### src/rtl/mt9v034_capture.sv
// Single-frame capture front end for an MT9V034 parallel sensor: registers the
// camera bus once, then emits qualified pixels with x/y coordinates and frame/line errors.
module mt9v034_capture #(
   parameter int WIDTH  = 752,
   parameter int HEIGHT = 480
) (
   input  logic        clk,
   input  logic        reset,
   input  logic        arm,
   input  logic        cam_fv,
   input  logic        cam_lv,
   input  logic [9:0]  cam_dout,
   output logic [9:0]  pix_data,
   output logic        pix_valid,
   output logic [9:0]  pix_x,
   output logic [9:0]  pix_y,
   output logic        sof,
   output logic        eol,
   output logic        done,
   output logic        busy,
   output logic        err_len,
   output logic        err_lines,
   output logic [15:0] frame_cnt,
   output logic [1:0]  state_dbg
);

   // Output pipeline: pix_valid/pix_data/pix_x/pix_y/sof/eol/done are registered
   // one cycle after the S1-stage decision that produces them, so cam_dout -> pix_data is 2 cycles.
   typedef enum logic [1:0] {
      IDLE         = 2'd0,
      WAIT_FV_LOW  = 2'd1,
      WAIT_FV_HIGH = 2'd2,
      CAPTURE      = 2'd3
   } state_t;

   state_t      state, state_next;

   logic        fv_s1, lv_s1, fv_d, lv_d;
   logic [9:0]  dout_s1;
   logic [9:0]  x_cnt, y_cnt, x_cur, y_cur, y_lines;
   logic        sof_pend;

   logic        fv_rise, fv_fall, lv_fall;
   logic        arm_take, start_cap, accept, line_end, frame_end;

   function automatic logic [9:0] sat_inc(input logic [9:0] v);
      return (v == 10'h3FF) ? v : v + 10'd1;
   endfunction

   assign fv_rise = fv_s1 & ~fv_d;
   assign fv_fall = ~fv_s1 & fv_d;
   assign lv_fall = ~lv_s1 & lv_d;

   assign busy      = (state != IDLE);
   assign state_dbg = state;

   always_ff @(posedge clk) begin
      if (reset) begin
         fv_s1   <= 1'b0;
         lv_s1   <= 1'b0;
         dout_s1 <= '0;
         fv_d    <= 1'b0;
         lv_d    <= 1'b0;
      end else begin
         fv_s1   <= cam_fv;
         lv_s1   <= cam_lv;
         dout_s1 <= cam_dout;
         fv_d    <= fv_s1;
         lv_d    <= lv_s1;
      end
   end

   always_ff @(posedge clk) begin
      if (reset) state <= IDLE;
      else       state <= state_next;
   end

   // The fv rising-edge cycle already accepts pixels so a line starting with fv is not clipped.
   always_comb begin
      state_next = state;
      arm_take   = 1'b0;
      start_cap  = 1'b0;
      accept     = 1'b0;
      line_end   = 1'b0;
      frame_end  = 1'b0;
      case (state)
         IDLE: begin
            if (arm) begin
               arm_take   = 1'b1;
               state_next = WAIT_FV_LOW;
            end
         end
         WAIT_FV_LOW: begin
            if (!fv_s1) state_next = WAIT_FV_HIGH;
         end
         WAIT_FV_HIGH: begin
            if (fv_rise) begin
               start_cap  = 1'b1;
               accept     = lv_s1;
               state_next = CAPTURE;
            end
         end
         CAPTURE: begin
            accept    = fv_s1 & lv_s1;
            line_end  = lv_fall;
            frame_end = fv_fall;
            if (fv_fall) state_next = IDLE;
         end
         default: state_next = IDLE;
      endcase
   end

   assign x_cur   = start_cap ? 10'd0 : x_cnt;
   assign y_cur   = start_cap ? 10'd0 : y_cnt;
   // A line closing together with the frame is counted before the height check.
   assign y_lines = line_end ? sat_inc(y_cnt) : y_cnt;

   always_ff @(posedge clk) begin
      if (reset) begin
         pix_data  <= '0;
         pix_valid <= 1'b0;
         pix_x     <= '0;
         pix_y     <= '0;
         sof       <= 1'b0;
         eol       <= 1'b0;
         done      <= 1'b0;
         err_len   <= 1'b0;
         err_lines <= 1'b0;
         frame_cnt <= '0;
         x_cnt     <= '0;
         y_cnt     <= '0;
         sof_pend  <= 1'b0;
      end else begin
         pix_valid <= accept;
         sof       <= accept & (start_cap | sof_pend);
         eol       <= line_end;
         done      <= frame_end;

         if (accept) begin
            pix_data <= dout_s1;
            pix_x    <= x_cur;
            pix_y    <= y_cur;
         end

         if (accept)                      x_cnt <= sat_inc(x_cur);
         else if (line_end || start_cap)  x_cnt <= '0;

         if (start_cap)     y_cnt <= '0;
         else if (line_end) y_cnt <= sat_inc(y_cnt);

         if (start_cap)   sof_pend <= ~accept;
         else if (accept) sof_pend <= 1'b0;

         if (arm_take)                                  err_len <= 1'b0;
         else if (line_end && (x_cnt != 10'(WIDTH)))    err_len <= 1'b1;

         if (arm_take)                                  err_lines <= 1'b0;
         else if (frame_end && (y_lines != 10'(HEIGHT))) err_lines <= 1'b1;

         if (frame_end) frame_cnt <= frame_cnt + 16'd1;
      end
   end

endmodule

### config.mk
export PLATFORM = sky130hd
export DESIGN_NAME = mt9v034_capture
export DESIGN_NICKNAME = d
export VERILOG_FILES = /design/src/rtl/mt9v034_capture.sv
export SDC_FILE = /design/constraint.sdc
export NUM_CORES = 1
export LEC_CHECK = 0
export CORE_MARGIN = 8
export CORE_UTILIZATION = 47
export DETAILED_ROUTE_END_ITERATION = 6
export MAX_ROUTING_LAYER = met4
export PLACE_DENSITY_LB_ADDON = 0.15
export SYNTH_ARGS = -nofsm -noshare
export SYNTH_HDL_FRONTEND = slang
export SYNTH_SLANG_ARGS = --single-unit
### constraint.sdc
create_clock -name clk -period 2.6 [get_ports clk]
set_input_delay 0.39 -clock clk [delete_from_list [all_inputs] [get_ports clk]]
set_output_delay 0.39 -clock clk [all_outputs]
set_load 0.05 [all_outputs]
After elaboration in Yosys (flattened, before gate mapping)

Index checks and enable logic that the tools add are counted.

Register bits after elaboration: 89
Bits in latches: 0
RAM bits: 0
Memory bits (read-only): 0
Input port bits: 15
Output and inout port bits: 55
Logic and storage cells: 75
Memories kept: 0

$add $sub $neg: 3
Multipliers: 0
Divide/modulo/power cells: 0
Magnitude comparators: 0
Eq/ne operators: 11
Shift-type cells: 0
Multiplexer cells: 22
Bitwise gates (word level): 10
Reduce and logical (&&, ||, !) cells: 10

Operators by type and width:

| cell                                           | count |
|---|---|
| two-way mux 10 bit                             | 7 |
| adder 10 x 1 -> 10 bit, second input constant  | 2 |
| == test 10 bit, second input constant          | 2 |
| adder 16 x 1 -> 16 bit, second input constant  | 1 |
| != test 10 bit, second input constant          | 1 |
| != test 10 x 9 -> 1 bit, second input constant | 1 |
| two-way mux 1 bit                              | 9 |
| two-way mux 2 bit                              | 4 |
| != test 2 bit, second input constant           | 4 |
| one-hot mux 2 bit (4 select lines)             | 1 |
| nonzero test 2 bit                             | 3 |
| AND 1 bit                                      | 5 |
| == test 2 bit, second input constant           | 2 |
| NOT 1 bit                                      | 4 |
| AND reduction 4 bit                            | 1 |
| OR reduction 2 bit                             | 2 |
| == test 2 x 1 -> 1 bit, second input constant  | 1 |
| logical AND 1 bit                              | 2 |
| logical NOT 2 bit                              | 1 |
| one-hot mux 1 bit (2 select lines)             | 1 |
| logical OR 1 bit                               | 1 |
| bitwise OR 1 bit                               | 1 |

Depth between registers and ports, before layout

Depth after elaboration: 8
Gate-level depth with buffers: 12
Gate-level depth less buffers: 11

Least setup slack after synthesis

No wires, ideal clock.

Path type: register to register
From: register state[0], in the netlist state_dbg[0]
To: register x_cnt[2]
Setup time: 0.117 ns
Arrival: 2.890 ns
Setup slack: -0.407 ns
Stages on the path, launching flop included: 12
Path buffers: 1
Cell sequence: dfxtp_1 > inv_1 > ha_1 > nand3b_1 > nand2_1 > inv_1 > ha_1 > nand4_1 > or4b_4 > buf_6 > and2_1 > a32o_1

Cells in the longest elaborated chain, start to end: 6
Elaborated cells between the ends (all ways): 12

Ends and longest elaborated chain:

| item                                                     | RTL line | source |
|---|---|---|
| start: declaration                                       | 36       | `state_t state, state_next;` |
| start signal: assignment                                 | 75       | `else state <= state_next;` |
| == test 2 bit *                                          | 86       | `case (state)` |
| two-way mux 1 bit *                                      | 86       |  |
| two-way mux 10 bit *                                     | 113      | `assign x_cur = start_cap ? 10'd0 : x_cnt;` |
| net x_cur[0]                                             | 40       | `logic [9:0] x_cnt, y_cnt, x_cur, y_cur, y_lines;` |
| adder 10 x 1 -> 10 bit or == test 10 bit (tied branches) | 47       | `return (v == 10'h3FF) ? v : v + 10'd1;` |
| two-way mux 10 bit *                                     | 47       |  |
| two-way mux 10 bit *                                     | 145      | `if (accept) x_cnt <= sat_inc(x_cur);` |
| end signal: assignment                                   | 145      |  |
| end: declaration                                         | 40       |  |

Mark *: on every way through the listed nets, which the timed path passes. The rest lies on a longest branch.
A chain may end at the register's enable or synchronous reset.

Final worst setup path

Same ends and word-level chain as after synthesis.

==> metrics.txt <==
DRC viols=0; Synth top area share=48.4%; die width=105 um; nets@finish=502; register bit total from synthesis=89; Commonest cells post-synth=dfxtp_1 (89), nand2_1 (41), nor2_1 (35), a21oi_1 (26), o21ai_0 (20); FF-to-FF path depth=10; # fillers=669; number of gates resized after cts=0; P_leak=1.63 nW; Synth Area per Inst=9.00 sq um; Worst Skew=7.48 ps; Post-CTS Setup Inserts=0; Post-Synthesis Net Count=432; Synth Cell Area=3680 sq um; initial drt markers=127; I/O pins=70; H-tree depth=3; Final Cell Area=4690 sq um; CP required=2850 ps; fraction of layout cells with a size suffix above 1=7.87%; Slew headroom=64.3%; Area contributors post-synth=dfxtp_1 (48%), a22o_1 (4.3%), nand2_1 (4.2%), nor2_1 (3.6%), a21oi_1 (3.5%); Crit. Startpoint=state_dbg[0]; Finish-stage setup viols=0; Synth Instances=409; FFs w/ async S/R, synth=0%; Antenna Nets Post-Route=0; final WL=8.74 mm; die area=10,900 sq um; status=complete, no violations; CP Launch Type=flop; crit path time final=2380 ps; Worst-path clk slew=80 ps; Post-DP HPWL=6.27 mm; total number of vias=3,125; routing usage on met2=25.9%; die span in y=105 um; Fin. Hold Viols=0; Avg Vias per Cell=5.34; WL/cell=14.9 um; clock sink count=89; Max-cap violations=0; number of distinct library cells after synthesis=52; Register Area=1790 sq um; root buffer cell=clkbuf_8; ys flop type=dfxtp_1; dominant cell type by area after synthesis=dfxtp_1; first-pass GRT wire length=14.8 mm; drt pass-1 iters=4; Comb power frac=14.7%; met3 Usage GRT=3.78%; CORE AREA=7650 sq um; fin. max-slew vios=0; register area share after synthesis=48.4%; Num CTS Buffers=9; Sequential Power Share=49.8%; Longest Clk Path Bufs=2; vias in the first global route=3,032; Worst R2R End=x_cnt[2]; CP Max Fanout=8; Tightest Pin Transition=534 ps; GRT Residual Overflow=0; layer carrying the most global-route usage=met2; P_sw=0.000786 W; gpl congestion=0.867; initial antenna violation count=0; Clock Power Share=35.5%; Antenna Diode Count=0; Area Growth Syn to Fin=27.5%; Design Power=0.00286 W; I/O Buffers=69; Initial Util=48.1%; Hold WS=404 ps; total track usage=16.5%; HP Class=in -> reg; Post-DP Area=4480 sq um; setup TNS=0 ps; Clk Latency, worst-skew pair=360 ps; Fmax=0.421 GHz; worst reg2reg setup slack=220 ps; most numerous cell in the Yosys netlist=dfxtp_1; CP arrival=2630 ps; Critical Path End=x_cnt[2]; Ys Warns=0; Crit Reg-Reg Startpoint=state_dbg[0]; critical setup path kind=reg -> reg; part of the cycle the worst path needs=91.5%; pin count of the biggest net entering global routing=37; PwrDens=609 nW/um^2; Post-CTS Hold Buffers=0; area of the multi-input gates=1750 sq um; Crit. End Element=flop; RSZ-0062 raised after global routing=false; number of flops mapped to enable cells by yosys=0; CTS tree=done; Sw Share=27.5%; met1 Track Usage GR=20.1%; Row Count=32; VDD IR-drop max=0.430 mV; Int Pwr=0.00207 W
==> power by group through the flow <==
stage	registers, W	logic [W]	clock network (W)
after floorplan	0.00151	0.000227	0
after global placement	0.00145	0.000411	0
after detailed placement	0.00146	0.000419	0
after CTS	0.00143	0.000422	0.00103
after global routing	0.00143	0.000456	0.00110
final	0.00143	0.000419	0.00102
==> critical path: stages (launching register included) <==
cell,delay (ps)
dfxtp_4,380
inv_2,50
ha_2,200
nand3b_1,160
nand2_1,100
inv_2,100
ha_2,180
nand4_1,110
or4b_4,560
and2_1,200
a32o_1,250
==> layout make-up <==
cell class | count | share of cell area (%)
inverter | 12 | 0.959
sequential | 89 | 38.1
tap | 102 | 2.72
multi-input combinational | 287 | 37.3
timing repair buffer | 80 | 16.4
clock buffer | 12 | 3.54
clock inverter | 3 | 1.01
==> worst min-delay path by stage <==
stage	startpoint	endpoint	slack [ps]	cells past startpoint
floorplan	dout_s1[0]	pix_data[0]	420	2
global placement	dout_s1[7]	pix_data[7]	420	2
detailed placement	dout_s1[7]	pix_data[7]	430	2
CTS	reset	fv_d	400	2
global route	reset	dout_s1[3]	440	2
finish	reset	fv_d	400	2
==> sequential cells by signal, summed over array words and instances (netlist names), 2 cells and up <==
signal and count:
frame_cnt 16, dout_s1 10, pix_data 10, pix_x 10, pix_y 10, x_cnt 10
y_cnt 10, state_dbg 2
==> through the flow <==
| step | std cells | setup slack (ps) | utilization, % |
|---|---|---|---|
| floorplan | 409 | 3.18 | - |
| global placement | 570 | 300 | 58.6 |
| detailed placement | 570 | 246 | 58.6 |
| CTS | 585 | 232 | 61.4 |
| global route | 585 | 75.4 | 61.4 |
| finish | 585 | 222 | 61.4 |
==> placed cells by master (no fill, tap or decap), types with 3 or more instances in the layout <==
cell type | netlist | layout
nor3_1 | 18 | 18
nand4_1 | 12 | 12
o21ai_0 | 20 | 20
a211oi_1 | 3 | 3
clkdlybuf4s50_1 | 0 | 68
a22o_1 | 18 | 18
nand2b_1 | 4 | 4
ha_1 | 8 | 6
clkbuf_8 | 0 | 10
mux2i_1 | 3 | 3
nand3_1 | 13 | 13
nor2b_1 | 15 | 15
and2_1 | 4 | 4
and3b_1 | 4 | 4
xor2_1 | 5 | 5
xnor2_1 | 8 | 8
nor2_1 | 35 | 35
nand2_1 | 41 | 41
inv_1 | 12 | 10
and3_1 | 4 | 4
or3_1 | 6 | 6
dfxtp_1 | 89 | 87
a31oi_1 | 3 | 3
a21oi_1 | 26 | 26
buf_4 | 0 | 11
nand3b_1 | 3 | 3
==> layer usage <==
layer / vias to the layer above / part of all wire [%]
li1: 1592 / -
met1: 1441 / 47
met2: 78 / 46
met3: 14 / 5.0
met4: 0 / 1.7
met5: - / 0
==> cells by family after synthesis <==
logic type	synth area share, %
adders and majority gates	2.72
xor gates and xnor gates	3.09
muxes	0.816
AOI/OAI and AO/OA	16.9
DFF	48.4
buffers and inverters	4.11
and+or+nand+nor	23.9
No activity file was read; power rests on OpenSTA's default activity.
